## config.mk

```make
export PLATFORM = sky130hd
export DESIGN_NAME = pc_fetch_unit
export DESIGN_NICKNAME = d
export VERILOG_FILES = /design/src/rtl/pc_fetch_unit_pkg.sv /design/src/rtl/fetch_hold_buf.sv /design/src/rtl/pc_fetch_unit.sv
export SDC_FILE = /design/constraint.sdc
export NUM_CORES = 1
export LEC_CHECK = 0
export CAP_MARGIN = 40
export CORE_MARGIN = 10
export CORE_UTILIZATION = 51
export CTS_BUF_LIST = sky130_fd_sc_hd__clkbuf_16
export DETAILED_ROUTE_END_ITERATION = 8
export HOLD_SLACK_MARGIN = 0.12
export PLACE_DENSITY = 0.86
export SLEW_MARGIN = 20
export SYNTH_ARGS = -nofsm -noshare
export SYNTH_HDL_FRONTEND = slang
export SYNTH_SLANG_ARGS = --single-unit
```

## constraint.sdc

```tcl
create_clock -name clk -period 2.6 [get_ports clk]
set_input_delay 0.78 -clock clk [delete_from_list [all_inputs] [get_ports clk]]
set_output_delay 0.78 -clock clk [all_outputs]
set_load 0.05 [all_outputs]
```

## src/rtl/pc_fetch_unit_pkg.sv

```systemverilog
// Shared types and defaults for the instruction-fetch stage.
package pc_fetch_unit_pkg;

  localparam int          DEFAULT_ADDR_W   = 64;
  localparam int          DEFAULT_INSTR_W  = 32;
  localparam logic [63:0] DEFAULT_RESET_PC = 64'h0;
  localparam int          DEFAULT_PC_STEP  = 4;

  typedef enum logic [1:0] {
    REQ  = 2'd0,
    WAIT = 2'd1,
    HOLD = 2'd2
  } fetch_state_e;

  function automatic logic word_misaligned(input logic [1:0] low_bits);
    return |low_bits;
  endfunction

endpackage

```

## src/rtl/fetch_hold_buf.sv

```systemverilog
// One-entry skid register that parks a fetched {pc, instr} while IF/ID is stalled.
module fetch_hold_buf #(
  parameter int ADDR_W  = 64,
  parameter int INSTR_W = 32
) (
  input  logic               clk,
  input  logic               reset,
  input  logic               load,
  input  logic               clear,
  input  logic [ADDR_W-1:0]  load_pc,
  input  logic [INSTR_W-1:0] load_instr,
  output logic               valid,
  output logic [ADDR_W-1:0]  held_pc,
  output logic [INSTR_W-1:0] held_instr
);

  // Clear wins over load so a redirect always empties the entry.
  always_ff @(posedge clk) begin
    if (reset) begin
      valid      <= 1'b0;
      held_pc    <= '0;
      held_instr <= '0;
    end else if (clear) begin
      valid <= 1'b0;
    end else if (load) begin
      valid      <= 1'b1;
      held_pc    <= load_pc;
      held_instr <= load_instr;
    end
  end

endmodule

```

## src/rtl/pc_fetch_unit.sv

```systemverilog
// Instruction-fetch stage: PC register, single-outstanding fetch FSM and IF/ID register.
module pc_fetch_unit
  import pc_fetch_unit_pkg::*;
#(
  parameter int                ADDR_W   = DEFAULT_ADDR_W,
  parameter int                INSTR_W  = DEFAULT_INSTR_W,
  parameter logic [ADDR_W-1:0] RESET_PC = DEFAULT_RESET_PC,
  parameter int                PC_STEP  = DEFAULT_PC_STEP
) (
  input  logic               clk,
  input  logic               reset,
  input  logic               stall,
  input  logic               branch_taken,
  input  logic [ADDR_W-1:0]  branch_target,
  output logic               imem_req,
  output logic [ADDR_W-1:0]  imem_addr,
  input  logic               imem_ready,
  input  logic               imem_rvalid,
  input  logic [INSTR_W-1:0] imem_rdata,
  output logic               ifid_valid,
  output logic [ADDR_W-1:0]  ifid_pc,
  output logic [INSTR_W-1:0] ifid_instr,
  output logic               misalign_err
);

  fetch_state_e       state_q, state_d;
  logic [ADDR_W-1:0]  pc_q, pc_d, pc_next;
  logic               drop_q, drop_d;
  logic               misalign_q, misalign_d;
  logic               ifid_valid_q, ifid_valid_d, ifid_we;
  logic [ADDR_W-1:0]  ifid_pc_q, ifid_pc_d;
  logic [INSTR_W-1:0] ifid_instr_q, ifid_instr_d;
  logic               hold_load, hold_clear, hold_valid;
  logic [ADDR_W-1:0]  held_pc;
  logic [INSTR_W-1:0] held_instr;

  assign pc_next      = pc_q + ADDR_W'(PC_STEP);
  assign imem_req     = (state_q == REQ) && !reset;
  assign imem_addr    = pc_q;
  assign ifid_valid   = ifid_valid_q;
  assign ifid_pc      = ifid_pc_q;
  assign ifid_instr   = ifid_instr_q;
  assign misalign_err = misalign_q;

  fetch_hold_buf #(
    .ADDR_W (ADDR_W),
    .INSTR_W(INSTR_W)
  ) u_hold_buf (
    .clk       (clk),
    .reset     (reset),
    .load      (hold_load),
    .clear     (hold_clear),
    .load_pc   (pc_q),
    .load_instr(imem_rdata),
    .valid     (hold_valid),
    .held_pc   (held_pc),
    .held_instr(held_instr)
  );

  always_comb begin
    state_d      = state_q;
    pc_d         = pc_q;
    drop_d       = drop_q;
    misalign_d   = 1'b0;
    ifid_we      = 1'b0;
    ifid_valid_d = 1'b0;
    ifid_pc_d    = ifid_pc_q;
    ifid_instr_d = ifid_instr_q;
    hold_load    = 1'b0;
    hold_clear   = 1'b0;

    if (branch_taken) begin
      // Redirect beats stall and any response; an in-flight fetch is marked for discard.
      pc_d       = {branch_target[ADDR_W-1:2], 2'b00};
      misalign_d = word_misaligned(branch_target[1:0]);
      ifid_we    = 1'b1;
      case (state_q)
        REQ: begin
          if (imem_ready) begin
            state_d = WAIT;
            drop_d  = 1'b1;
          end
        end
        WAIT: begin
          if (imem_rvalid) begin
            state_d = REQ;
            drop_d  = 1'b0;
          end else begin
            drop_d = 1'b1;
          end
        end
        HOLD: begin
          hold_clear = 1'b1;
          state_d    = REQ;
        end
        default: state_d = REQ;
      endcase
    end else begin
      // Any unstalled cycle that loads nothing inserts a bubble.
      ifid_we = !stall;
      case (state_q)
        REQ: begin
          if (imem_ready) state_d = WAIT;
        end
        WAIT: begin
          if (imem_rvalid) begin
            if (drop_q) begin
              drop_d  = 1'b0;
              state_d = REQ;
            end else if (!stall) begin
              ifid_valid_d = 1'b1;
              ifid_pc_d    = pc_q;
              ifid_instr_d = imem_rdata;
              pc_d         = pc_next;
              state_d      = REQ;
            end else begin
              hold_load = 1'b1;
              state_d   = HOLD;
            end
          end
        end
        HOLD: begin
          if (!stall) begin
            ifid_valid_d = hold_valid;
            ifid_pc_d    = held_pc;
            ifid_instr_d = held_instr;
            pc_d         = pc_next;
            hold_clear   = 1'b1;
            state_d      = REQ;
          end
        end
        default: state_d = REQ;
      endcase
    end
  end

  always_ff @(posedge clk) begin
    if (reset) begin
      state_q      <= REQ;
      pc_q         <= RESET_PC;
      drop_q       <= 1'b0;
      misalign_q   <= 1'b0;
      ifid_valid_q <= 1'b0;
      ifid_pc_q    <= '0;
      ifid_instr_q <= '0;
    end else begin
      state_q    <= state_d;
      pc_q       <= pc_d;
      drop_q     <= drop_d;
      misalign_q <= misalign_d;
      if (ifid_we) begin
        ifid_valid_q <= ifid_valid_d;
        ifid_pc_q    <= ifid_pc_d;
        ifid_instr_q <= ifid_instr_d;
      end
    end
  end

endmodule

```

Yosys cells after proc, flatten, opt, wreduce, memory -nomap -nowiden
Index checks and enable logic that the tools add are counted.

Reductions and logical operators: 19. Bitwise operators: 2. Equality and inequality tests: 10. Multiplexer cells: 45. Add/subtract/negate cells: 1.

Operators with widths (count): $mux 64 (8); $pmux 64 s2 (2); $mux 32 (4); $add 64x3->64 const B (1); $pmux 32 s2 (1); $mux 1 (19); $mux 2 (7); $ne 3x3->1 const B (4); $ne 2x2->1 const B (4); $reduce_bool 2->1 (4); $reduce_or 2->1 (4); $reduce_and 7->1 (1); $pmux 2 s3 (1); $reduce_and 3->1 (2); $pmux 1 s2 (2); $pmux 2 s2 (1); $reduce_and 2->1 (2); $reduce_and 4->1 (1); $reduce_bool 3->1 (1); $eq 2x1->1 const B (1); $eq 2x2->1 const B (1); $logic_not 1->1 (2); $logic_not 2->1 (1); $not 1->1 (2); $logic_and 1x1->1 (1).

Output and inout port bits: 163. Flip-flop bits (word level): 262. Word-level logic and storage cells: 88. Input port bits: 102.

Longest topological paths before layout
Word-level depth: 6. Depth in mapped cells: 10. Depth with buffers taken out: 7.

Cells and area by module
From an unflattened synthesis, not the netlist that was laid out.

Cells, all modules: 1384. Area, all modules: 12627.1 µm².

Modules (own cells, without submodules): pc_fetch_unit (area an instance 8277.9 µm², times used 1, sequential area each 3263.1 µm², cells each 945); fetch_hold_buf (area an instance 4349.2 µm², times used 1, sequential area each 1941.9 µm², cells each 439).

Least setup slack after synthesis
No wires, ideal clock.

Path type: input to output. From: in reset. To: out imem_req. Path buffers: 3. Cell stages on the path: 4. Required time: 1.820 ns. Arrival: 2.001 ns. Slack: -0.181 ns. Cells stage by stage: clkbuf_1 > clkbuf_1 > clkbuf_1 > nor2_1.

Cells in the longest elaborated chain, start to end: 2.

RTL lines: start: declaration (line pc_fetch_unit.sv:11) `input logic reset,`; $logic_not 1->1 (line pc_fetch_unit.sv:38) `assign imem_req = (state_q == REQ) && !reset;`; $logic_and 1x1->1 (line pc_fetch_unit.sv:38); end: declaration (line pc_fetch_unit.sv:15) `output logic imem_req,`.

No other way between the ends.

Worst setup path after layout
From: reg pc_q[55], in the netlist imem_addr[55]. To: out imem_addr[55].

RTL lines: start: declaration (line pc_fetch_unit.sv:27) `logic [ADDR_W-1:0] pc_q, pc_d, pc_next;`; start signal: assignment (line pc_fetch_unit.sv:148) `pc_q <= pc_d;`; end: declaration (line pc_fetch_unit.sv:16) `output logic [ADDR_W-1:0] imem_addr,`.

No word-level cell between the ends.

==> results.sh <==
export IMPL_synth_top_area_share_pct=43.92
export IMPL_crit_chain="clkdlybuf4s50_1"
export IMPL_wl_per_cell_um=19.27
export IMPL_clk_pin_slew_worst_paths_ns=0.06
export IMPL_r2r_slack_ns=0.11
export IMPL_start_util_pct=51.70
export IMPL_cts_tree="yes"
export IMPL_yosysWarnings=0
export IMPL_synth_edf_count=0
export IMPL_ant_nets=0
export IMPL_placed_cell_area_um2=15090
export IMPL_maxSlewHeadroom_pct=49.07
export IMPL_syn_cell_area_um2=11670
export IMPL_critical_path_max_fanout=2
export IMPL_worst_path_largest_cell_delay_ns=0.83
export IMPL_ys_async_sr_fraction_pct=0
export IMPL_cts_buffers=28
export IMPL_fin_area_um2=15990
export IMPL_gp_congestion=0.9456
export IMPL_core_um2=22570
export IMPL_synthFlopType="dfxtp_1"
export IMPL_fin_skew_ns=0.01029
export IMPL_p_per_area_nw_per_um2=621.7
export IMPL_drv_cap=0
export IMPL_grt_total_usage_pct=24.97
export IMPL_drv_slew=0
export IMPL_critPathTopFamily="buffers and inverters"
export IMPL_nFillCells=1722
export IMPL_drt_pass1_iterations=6
export IMPL_avgSynthCellArea_um2=8.354
export IMPL_postSynthCellCount=1397
export IMPL_multi_input_area_um2=6052
export IMPL_layout_commonest_cell="dfxtp_1"
export IMPL_power_share_clock_pct=39.9
export IMPL_yosysSeqAreaShare_pct=43.92
export IMPL_outcome="complete, no violations"
export IMPL_cp_arrival_ns=1.76
export IMPL_die_h_um=171.3
export IMPL_post_route_util_pct=70.86
export IMPL_hold_viol=0
export IMPL_power_frac_seq_pct=42.8
export IMPL_grt_pass1_wl_mm=60.23
export IMPL_crit_buf_inv=1
export IMPL_p_sw_mw=2.898
export IMPL_worst_pin_slew_ns=0.7640
export IMPL_pin_count=265
export IMPL_start_kind="flop"
export IMPL_synth_area_top_cells="dfxtp_1 44%, mux2i_1 9.0%, nand2_1 7.8%"
export IMPL_row_count=55
export IMPL_layout_common_cells="252 x dfxtp_1, 240 x nand2_1, 203 x clkdlybuf4s50_1"
export IMPL_swShare_pct=29.15
export IMPL_die_x_um=171.3
export IMPL_ys_ff_latch=256
export IMPL_nNetsFinal=1774
export IMPL_drive_above_1_share_pct=11.25
export IMPL_grt_max_degree=99
export IMPL_timing_final_crit_share_pct=97.66
export IMPL_clock_path_buffers=3
export IMPL_setup_violations=0
export IMPL_p_comb_share_pct=17.4
export IMPL_drtIter0Drc=1132
export IMPL_dieArea_um2=29330
export IMPL_p_int_mw=7.045
export IMPL_grt_pass1_vias=11303
export IMPL_power_leakage_nw=5.648
export IMPL_synth_top_area_cell="dfxtp_1"
export IMPL_max_clock_freq_ghz=0.3938
export IMPL_area_growth_pct=37.05
export IMPL_cp_end_kind="output pin"
export IMPL_min_period_ns=2.539
export IMPL_rsz0062_at_grt="no"
export IMPL_crit_slowest_cell="clkdlybuf4s50_1"
export IMPL_htree_num_levels=1
export IMPL_critical_path_class="reg2out"
export IMPL_vias_per_cell=5.870
export IMPL_required_ns=1.82
export IMPL_antenna_found_initial=2
export IMPL_vias=11605
export IMPL_grt_ovfl_total=0
export IMPL_drc=0
export IMPL_finalPower_mw=9.943
export IMPL_cts_root_buffer="clkbuf_16"
export IMPL_synth_cell_types=59
export IMPL_holdCritPathClass="reg2reg"
export IMPL_wirelength_mm=38.09
export IMPL_regArea_um2=5130
export IMPL_ir_drop_mv=0.4503
export IMPL_dp_hpwl_mm=26.99
export IMPL_clk_latency_ns=0.54
export IMPL_port_buffers=260
export IMPL_numClockSinks=256
kinds of logic after synthesis:
group	Yosys count	synth area share, %
AOI/OAI and AO/OA	286	16.80
xor gates and xnor gates	23	1.726
adders and majority gates	4	0.4289
buffers and inverters	141	4.814
DFF	256	43.92
muxes	109	9.392
other	1	0.03213
and+or+nand+nor	577	22.89
metrics by stage:
stage / hold slack, ns / instances / setup TNS (ns) / worst slack [ns]
6_report: 0.4512 / 1977 / 0 / 0.06093
5_1_grt: 0.4720 / 1974 / 0 / 0.02405
4_1_cts: 0.4546 / 1974 / 0 / 0.0005216
3_5_place_dp: 0.4461 / 1923 / -21.25 / -0.3761
3_3_place_gp: 0.4385 / 1923 / -9.310 / -0.3789
2_1_floorplan: 0.4360 / 1400 / 0 / 0.005584
power by group through the flow:
stage	logic, mW	clock network [mW]	registers (mW)
after floorplan	0.548	0	4.79
after global placement	1.72	0	4.32
after detailed placement	1.74	0	4.33
after CTS	1.72	4.01	4.25
after global routing	1.83	4.17	4.27
final	1.73	3.97	4.25
worst paths after layout:
path	from	endpoint	cells past startpoint
max	imem_addr[55]	imem_addr[55]	1
max reg2reg	state_q[1]	imem_addr[39]	10
min	u_hold_buf.held_instr[13]	u_hold_buf.held_instr[13]	2
min reg2reg	u_hold_buf.held_instr[13]	u_hold_buf.held_instr[13]	2
cell type report:
cell class                 count  area share (%)
antenna                        3         0.04694
inverter                      13          0.3051
clock inverter                22           1.173
multi-input combinational   1003           37.84
sequential                   256           32.07
tap                          285           2.230
timing repair buffer         366           21.79
clock buffer                  29           4.537
sequential cells by signal (all words and copies together) (netlist names):
signal	count
drop_q	1
ifid_instr	32
ifid_pc	62
ifid_valid	1
imem_addr	62
misalign_err	1
state_q	2
u_hold_buf.held_instr	32
u_hold_buf.held_pc	62
u_hold_buf.valid	1
repair_timing:
item                                    4_1_cts  5_1_grt
buffers inserted                              0        0
hold buffers                                  0        0
pin swaps                                     0        1
endpoints found under the setup margin       46        7
gates resized for setup                      46       12
per-layer routing:
layer / part of all wire, % / up-vias / GRT usage (%)
met4: 3.4 / 0 / 8.620
met1: 39 / 5456 / 30.30
met3: 9.5 / 99 / 5.890
met2: 48 / 542 / 42.40
li1: - / 5508 / -
met5: 0 / - / 0
synthesized netlist by cell type (all sizes together), types with 3 or more instances:
cell     instances
nand2b           3
xnor2            7
nor3b            8
o21ai           12
xor2            16
nand4           41
nor4            17
and4            14
and2             5
a22oi            5
a211o            5
and3            14
nor4bb           5
mux2i          105
ha               4
nor3            18
o211ai           3
clkbuf         102
a21oi          106
dfxtp          256
nor2           158
or3              9
nor2b            4
nand4b           3
o2111ai          3
a211oi         119
a2111oi         12
mux2             4
or4              4
nand2          242
buf             26
o2111a           5
inv             13
nand3           26
a311oi           4
No activity file was read; power rests on OpenSTA's default activity.
